--- src/rtl/hazard_sequencer.sv ---
// Pipeline stall/flush sequencer: arbitrates d-cache miss, mispredict, load-use and i-cache miss hazards.
// Optional performance counters are enabled by defining HAZARD_PERF_CNT_EN.
module hazard_sequencer #(
    parameter int ADDR_WIDTH   = 32,
    parameter int MISS_TIMEOUT = 1024
) (
    input  logic                  clk,
    input  logic                  rst,
    input  logic                  ic_miss,
    input  logic                  dc_miss,
    input  logic                  ex_mispredict,
    input  logic [ADDR_WIDTH-1:0] ex_recovery_target,
    input  logic                  ex_is_load,
    input  logic [4:0]            ex_rw_addr,
    input  logic                  dec_uses_rs,
    input  logic                  dec_uses_rt,
    input  logic [4:0]            dec_rs_addr,
    input  logic [4:0]            dec_rt_addr,
    output logic                  pc_stall,
    output logic                  pc_redirect,
    output logic [ADDR_WIDTH-1:0] redirect_target,
    output logic                  i2d_stall,
    output logic                  d2e_stall,
    output logic                  e2m_stall,
    output logic                  m2w_stall,
    output logic                  i2d_flush,
    output logic                  d2e_flush,
    output logic                  e2m_flush,
    output logic                  m2w_flush,
`ifdef HAZARD_PERF_CNT_EN
    output logic [31:0]           perf_stall_cycles,
    output logic [31:0]           perf_flush_events,
    output logic [31:0]           perf_load_use,
`endif
    output logic                  hang_err
);

    localparam int CNT_W = $clog2(MISS_TIMEOUT + 1);
    localparam logic [CNT_W-1:0] CNT_MAX = CNT_W'(MISS_TIMEOUT);

    typedef enum logic [1:0] {RUN, D_MISS, REDIR_PEND} state_t;

    state_t                state, state_next;
    logic                  pend_saved, pend_saved_next;
    logic [ADDR_WIDTH-1:0] tgt_q, tgt_next;
    logic [CNT_W-1:0]      miss_cnt, miss_cnt_next;
    logic                  load_use, lu_bubble, eff_pend, any_miss;

    assign load_use = ex_is_load && (ex_rw_addr != 5'd0) &&
                      ((dec_uses_rs && (dec_rs_addr == ex_rw_addr)) ||
                       (dec_uses_rt && (dec_rt_addr == ex_rw_addr)));

    // A D_MISS entered from REDIR_PEND resumes the pending redirect as soon as the miss clears.
    assign eff_pend = (state == REDIR_PEND) || ((state == D_MISS) && pend_saved);
    assign any_miss = ic_miss || dc_miss;

    always_comb begin
        // NOTE: every output gets a default first so no path leaves a signal unassigned (no latches).
        pc_stall        = 1'b0;
        pc_redirect     = 1'b0;
        redirect_target = tgt_q;
        {i2d_stall, d2e_stall, e2m_stall, m2w_stall} = 4'b0000;
        {i2d_flush, d2e_flush, e2m_flush, m2w_flush} = 4'b0000;
        state_next      = RUN;
        pend_saved_next = 1'b0;
        tgt_next        = tgt_q;
        lu_bubble       = 1'b0;

        if (rst) begin
            {i2d_flush, d2e_flush, e2m_flush, m2w_flush} = 4'b1111;
            redirect_target = '0;
        end else if (dc_miss) begin
            pc_stall = 1'b1;
            {i2d_stall, d2e_stall, e2m_stall} = 3'b111;
            m2w_flush       = 1'b1;
            state_next      = D_MISS;
            pend_saved_next = eff_pend;
        end else if (eff_pend) begin
            {i2d_flush, d2e_flush} = 2'b11;
            if (ic_miss) begin
                pc_stall   = 1'b1;
                state_next = REDIR_PEND;
                if (ex_mispredict)
                    tgt_next = ex_recovery_target;
            end else begin
                pc_redirect     = 1'b1;
                redirect_target = ex_mispredict ? ex_recovery_target : tgt_q;
            end
        end else if (ex_mispredict) begin
            {i2d_flush, d2e_flush} = 2'b11;
            if (ic_miss) begin
                pc_stall   = 1'b1;
                tgt_next   = ex_recovery_target;
                state_next = REDIR_PEND;
            end else begin
                pc_redirect     = 1'b1;
                redirect_target = ex_recovery_target;
            end
        end else if (load_use) begin
            pc_stall  = 1'b1;
            i2d_stall = 1'b1;
            d2e_flush = 1'b1;
            lu_bubble = 1'b1;
        end else if (ic_miss) begin
            pc_stall  = 1'b1;
            i2d_flush = 1'b1;
        end
    end

    always_comb begin
        miss_cnt_next = '0;
        if (any_miss)
            miss_cnt_next = (miss_cnt == CNT_MAX) ? miss_cnt : miss_cnt + CNT_W'(1);
    end

    always_ff @(posedge clk) begin
        // NOTE: sequential state uses non-blocking assignments so all registers update together.
        if (rst) begin
            state      <= RUN;
            pend_saved <= 1'b0;
            tgt_q      <= '0;
            miss_cnt   <= '0;
            hang_err   <= 1'b0;
        end else begin
            state      <= state_next;
            pend_saved <= pend_saved_next;
            tgt_q      <= tgt_next;
            miss_cnt   <= miss_cnt_next;
            hang_err   <= hang_err || (miss_cnt_next == CNT_MAX);
        end
    end

`ifdef HAZARD_PERF_CNT_EN
    always_ff @(posedge clk) begin
        if (rst) begin
            perf_stall_cycles <= '0;
            perf_flush_events <= '0;
            perf_load_use     <= '0;
        end else begin
            if (pc_stall && (perf_stall_cycles != '1))
                perf_stall_cycles <= perf_stall_cycles + 32'd1;
            if (pc_redirect && (perf_flush_events != '1))
                perf_flush_events <= perf_flush_events + 32'd1;
            if (lu_bubble && (perf_load_use != '1))
                perf_load_use <= perf_load_use + 32'd1;
        end
    end
`endif

endmodule

--- config.mk ---
export PLATFORM = sky130hd
export DESIGN_NAME = hazard_sequencer
export DESIGN_NICKNAME = d
export VERILOG_FILES = /design/src/rtl/hazard_sequencer.sv
export SDC_FILE = /design/constraint.sdc
export NUM_CORES = 1
export LEC_CHECK = 0
export ABC_AREA = 1
export BUFFER_PORTS_ARGS = -buffer_cell sky130_fd_sc_hd__buf_4
export CORE_UTILIZATION = 35
export DETAILED_ROUTE_END_ITERATION = 7
export PLACE_DENSITY_LB_ADDON = 0.3
export SYNTH_ARGS = -nofsm -noshare
export SYNTH_HDL_FRONTEND = slang
export SYNTH_SLANG_ARGS = --single-unit
export TNS_END_PERCENT = 30
--- constraint.sdc ---
create_clock -name clk -period 3.3 [get_ports clk]
set_clock_uncertainty 0.2 [all_clocks]
set_input_delay 0 -clock clk [delete_from_list [all_inputs] [get_ports clk]]
set_output_delay 0 -clock clk [all_outputs]
set_load 0.02 [all_outputs]
# Word level (Yosys, flattened, before mapping)
# Index checks and enable logic that the tools add are counted.
# totals
regBits	47
inputBits	55
output_inout_bits	43
# classes
n_addsub	1
n_eq_ne	8
mux	46
n_bitwise	1
n_reduce_logical	14
# ops
op	count
$mux 32	11
$mux 1	30
$eq 11x11->1 const B	2
$mux 11	2
$add 11x1->11 const B	1
$eq 5x5->1	2
$mux 2	3
$logic_and 1x1->1	5
$reduce_bool 5->1	1
$logic_or 1x1->1	4
$ne 2x2->1 const B	2
$reduce_and 4->1	1
$reduce_or 2->1	2
$eq 2x1->1 const B	1
$eq 2x2->1 const B	1
$reduce_bool 2->1	1
$not 1->1	1

# Depth between registers and ports, before layout
# depth
word_depth	9
mapped_depth	11

# Worst setup path before layout
# Ideal clock, no wire load.
# synth_timing
path_type	reg-to-output
from	register pend_saved
to	output port i2d_flush
arrival_ps	1335
path_slack_ps	1765
stages_incl_launch_ff	8
path_buffers	0
cell_sequence	dfxtp_1 -> a21oi_1 -> a21o_1 -> nand2_1 -> nor2_1 -> inv_1 -> o21bai_1 -> nor2_1
# synth_via
elab_chain_cells	5
# synth_rtl
item	line	source
start: declaration	44	logic pend_saved, pend_saved_next;
start signal: assignment	126	pend_saved <= pend_saved_next;
$logic_and 1x1->1	54	assign eff_pend = (state == REDIR_PEND) || ((state == D_MISS) && pend_saved);
$logic_or 1x1->1	54	
$mux 1	78	end else if (eff_pend) begin
$mux 1	72	end else if (dc_miss) begin
$mux 1	69	if (rst) begin
end: declaration	26	output logic i2d_flush,
# Every way passes these cells.

# Final worst setup path
# layout_timing
from	input port ic_miss
to	register tgt_q[10]
# layout_via
elab_chain_cells	2
# layout_rtl
item	line	source
start: declaration	9	input logic ic_miss,
$ne 2x2->1 (no line)	-	
$reduce_and 4->1 (no line) *	-	
end signal: assignment	127	tgt_q <= tgt_next;
end: declaration	45	logic [ADDR_WIDTH-1:0] tgt_q, tgt_next;
# Mark *: on every way between the ends. The rest lies on a longest branch, timed or not.
# A chain may end at the register's enable or synchronous reset.

==> impl_metrics.ini <==
[outcome]
status = finished clean

[timing]
rsz0062_at_grt = false
maxSlewViolCount = 0
tightest_slew_ns = 1.05
period_needed_ns = 2.71
tns_ns = 0
slew_headroom = 0.301
fin_crit_sh = 0.822
hold_viol_final = 0
fin_ws_ns = 0.589
setup_violations = 0
fmax_mhz = 369

[finish]
area_delta_synth_final_pct = 47.4
multi_input_area_um2 = 1530
layout_common_cells = buf_4, nor2_1, o21ai_0
layout.nets = 601
seq_area_um2 = 941
diodes = 0
layout_commonest_cell = buf_4
drive_above_1_share = 0.251
fillers = 765

[global_routing]
grt.overflow.total = 0
track_usage = 0.195
grt_start_max_net_pins = 54
antenna_found_initial = 0
grt_pass1_vias = 2934
grt_pass1_wl_mm = 13.2

[worst_setup_path]
crit_path_end_kind = flip-flop
r2r-end = hang_err
worst_path_max_delay_cell = inv_2
r2r_slack_ns = 1.51
crit_start = ic_miss
path_cells = dlygate4sd3_1 > buf_4 > inv_1 > nor3_2 > inv_2 > nor2_1 > nor2_1 > dlygate4sd3_1
slowest_delay_ns = 0.57
cp.arrival_ns = 2.70
cp-start-kind = input port
rr_startpoint = miss_cnt[1]
crit_fanout = 53
worstPathRequired_ns = 3.29
worstRegToRegCells = 9
crit_type = input port to flip-flop

[logic_synthesis]
synth_area_um2 = 2780
yosysWarnings = 0
seq_area_frac_synth = 0.339
yosysTopAreaCell = dfxtp_1
synth_seq_cells = 47
syn_avg_cell_area_um2 = 6.70
yosysUniqueCellTypes = 31
synth_nets = 472
synth.area.top_cells = dfxtp_1, nor2_1, o21ai_0, a211oi_2, nand3_1
synthCells = 415
synth_top_area_frac = 0.339

[power_and_ir_drop]
irDropWorstVdd_uv = 159
finalPower_mw = 1.27
p_leak_nw = 1.84
power.density_nw_per_um2 = 309

[worst_hold_path]
hold_path.class = flip-flop to flip-flop
hold_depth = 2
min_to = hang_err
min_from = hang_err

[routing]
wl_per_cell_um = 12.3
dr.pass1.iters = 4
drtIter0Drc = 168
drt_wl_total_mm = 7.96
ant_nets = 0
drcViolationCount = 0
via_per_inst = 4.81
dr_total_vias = 3109

[floorplan]
dieWidth_um = 91.1
pin_count = 98
dieArea_um2 = 8300
num_rows = 32
start_util = 0.361
dieHeight_um = 91.1
core_area_um2 = 7690

[place]
pre_cts_ws_ns = 1.34
portBuffers = 96
dp_hpwl_mm = 5.28
globalplace.congestion = 0.881

[cts]
cts.path.max_buffers = 2
clk_pin_slew_worst_paths_ns = 0.09
htree_levels = 2
cts_tree = yes
cts.sinks = 47
clockRootBuffer = clkbuf_8
clk_latency_ns = 0.30
numCtsBuffers = 5

[run]
max-cap-violations = 0
## worst max-delay path, delay by kind of cell
family | cells | cell delay [ns]
and+or+nand+nor | 3 | 0.81
buffers and inverters | 5 | 1.88
## report_power, final
part           internal (mW)  switching (mW)
Sequential             0.590          0.0121
Combinational          0.155           0.172
Clock                  0.149           0.189
Total                  0.894           0.373
## cells by family (layout without fill, tap and decap cells)
logic type / count (synthesis) / count (layout) / synth area share
buffers and inverters: 77 / 207 / 0.114
AND/OR/NAND/NOR: 190 / 190 / 0.294
flip-flops: 47 / 47 / 0.339
XOR/XNOR: 7 / 7 / 0.0221
AO/OA/AOI/OAI: 91 / 91 / 0.221
adder cells (fa/ha/maj): 2 / 2 / 0.00900
other: 1 / 1 / 0.00135
## Yosys cell counts
master,instances
a21o_1,1
xnor2_1,1
nand3_2,1
o21ai_1,7
a211oi_1,2
dfxtp_1,47
xor2_1,6
nor2_2,1
o22ai_1,2
nor3_1,4
nor2_1,88
buf_2,10
ha_1,2
buf_1,2
clkbuf_1,9
nand2_2,2
or2_2,1
conb_1,1
a21oi_1,8
inv_2,3
o21bai_1,2
nor2_4,2
inv_1,49
nand3_1,43
a211oi_2,19
nand2_1,44
nor3_2,1
nor3b_1,1
o21ai_0,50
nand4_1,2
buf_4,4
## sequential cells by signal (all words and copies together) (netlist names)
register	cells
hang_err	1
miss_cnt	11
pend_saved	1
state	2
tgt_q	32
## final cells by class
type | instances | share of cell area
Clock buffer | 7 | 0.0186
Sequential cell | 47 | 0.230
Clock inverter | 1 | 0.00122
Tap cell | 102 | 0.0312
Inverter | 52 | 0.0477
Multi-Input combinational cell | 291 | 0.373
Timing Repair Buffer | 147 | 0.299
## routing by layer
layer  GRT usage  wire length (µm)  share of wire
met3      0.0369               355          0.045
met5           0                 0              0
met1       0.231              3440           0.43
met4      0.0648               125          0.016
met2       0.351              4030           0.51
## what timing repair did
| item | 4_1_cts | 5_1_grt |
|---|---|---|
| gates resized for setup | 0 | 0 |
| hold buffers | 48 | 0 |
| hold endpoints to repair | 45 | 0 |
| buffers inserted | 0 | 0 |
## metrics by stage
stage	util	cells	cell area (µm²)	hold WS, ns
floorplan	-	415	2780	-0.0874
global placement	0.460	591	3530	0.0331
detailed placement	0.460	591	3530	0.0405
CTS	0.533	647	4100	0.259
global route	0.533	647	4100	0.273
finish	0.533	647	4100	0.259
## how the worst max path moves through the flow
stage	endpoint	depth (start not counted)
floorplan	i2d_flush	7
global placement	tgt_q[2]	6
detailed placement	tgt_q[2]	6
CTS	tgt_q[17]	7
global route	tgt_q[10]	8
finish	tgt_q[10]	8
No activity file was read; power rests on OpenSTA's default activity.
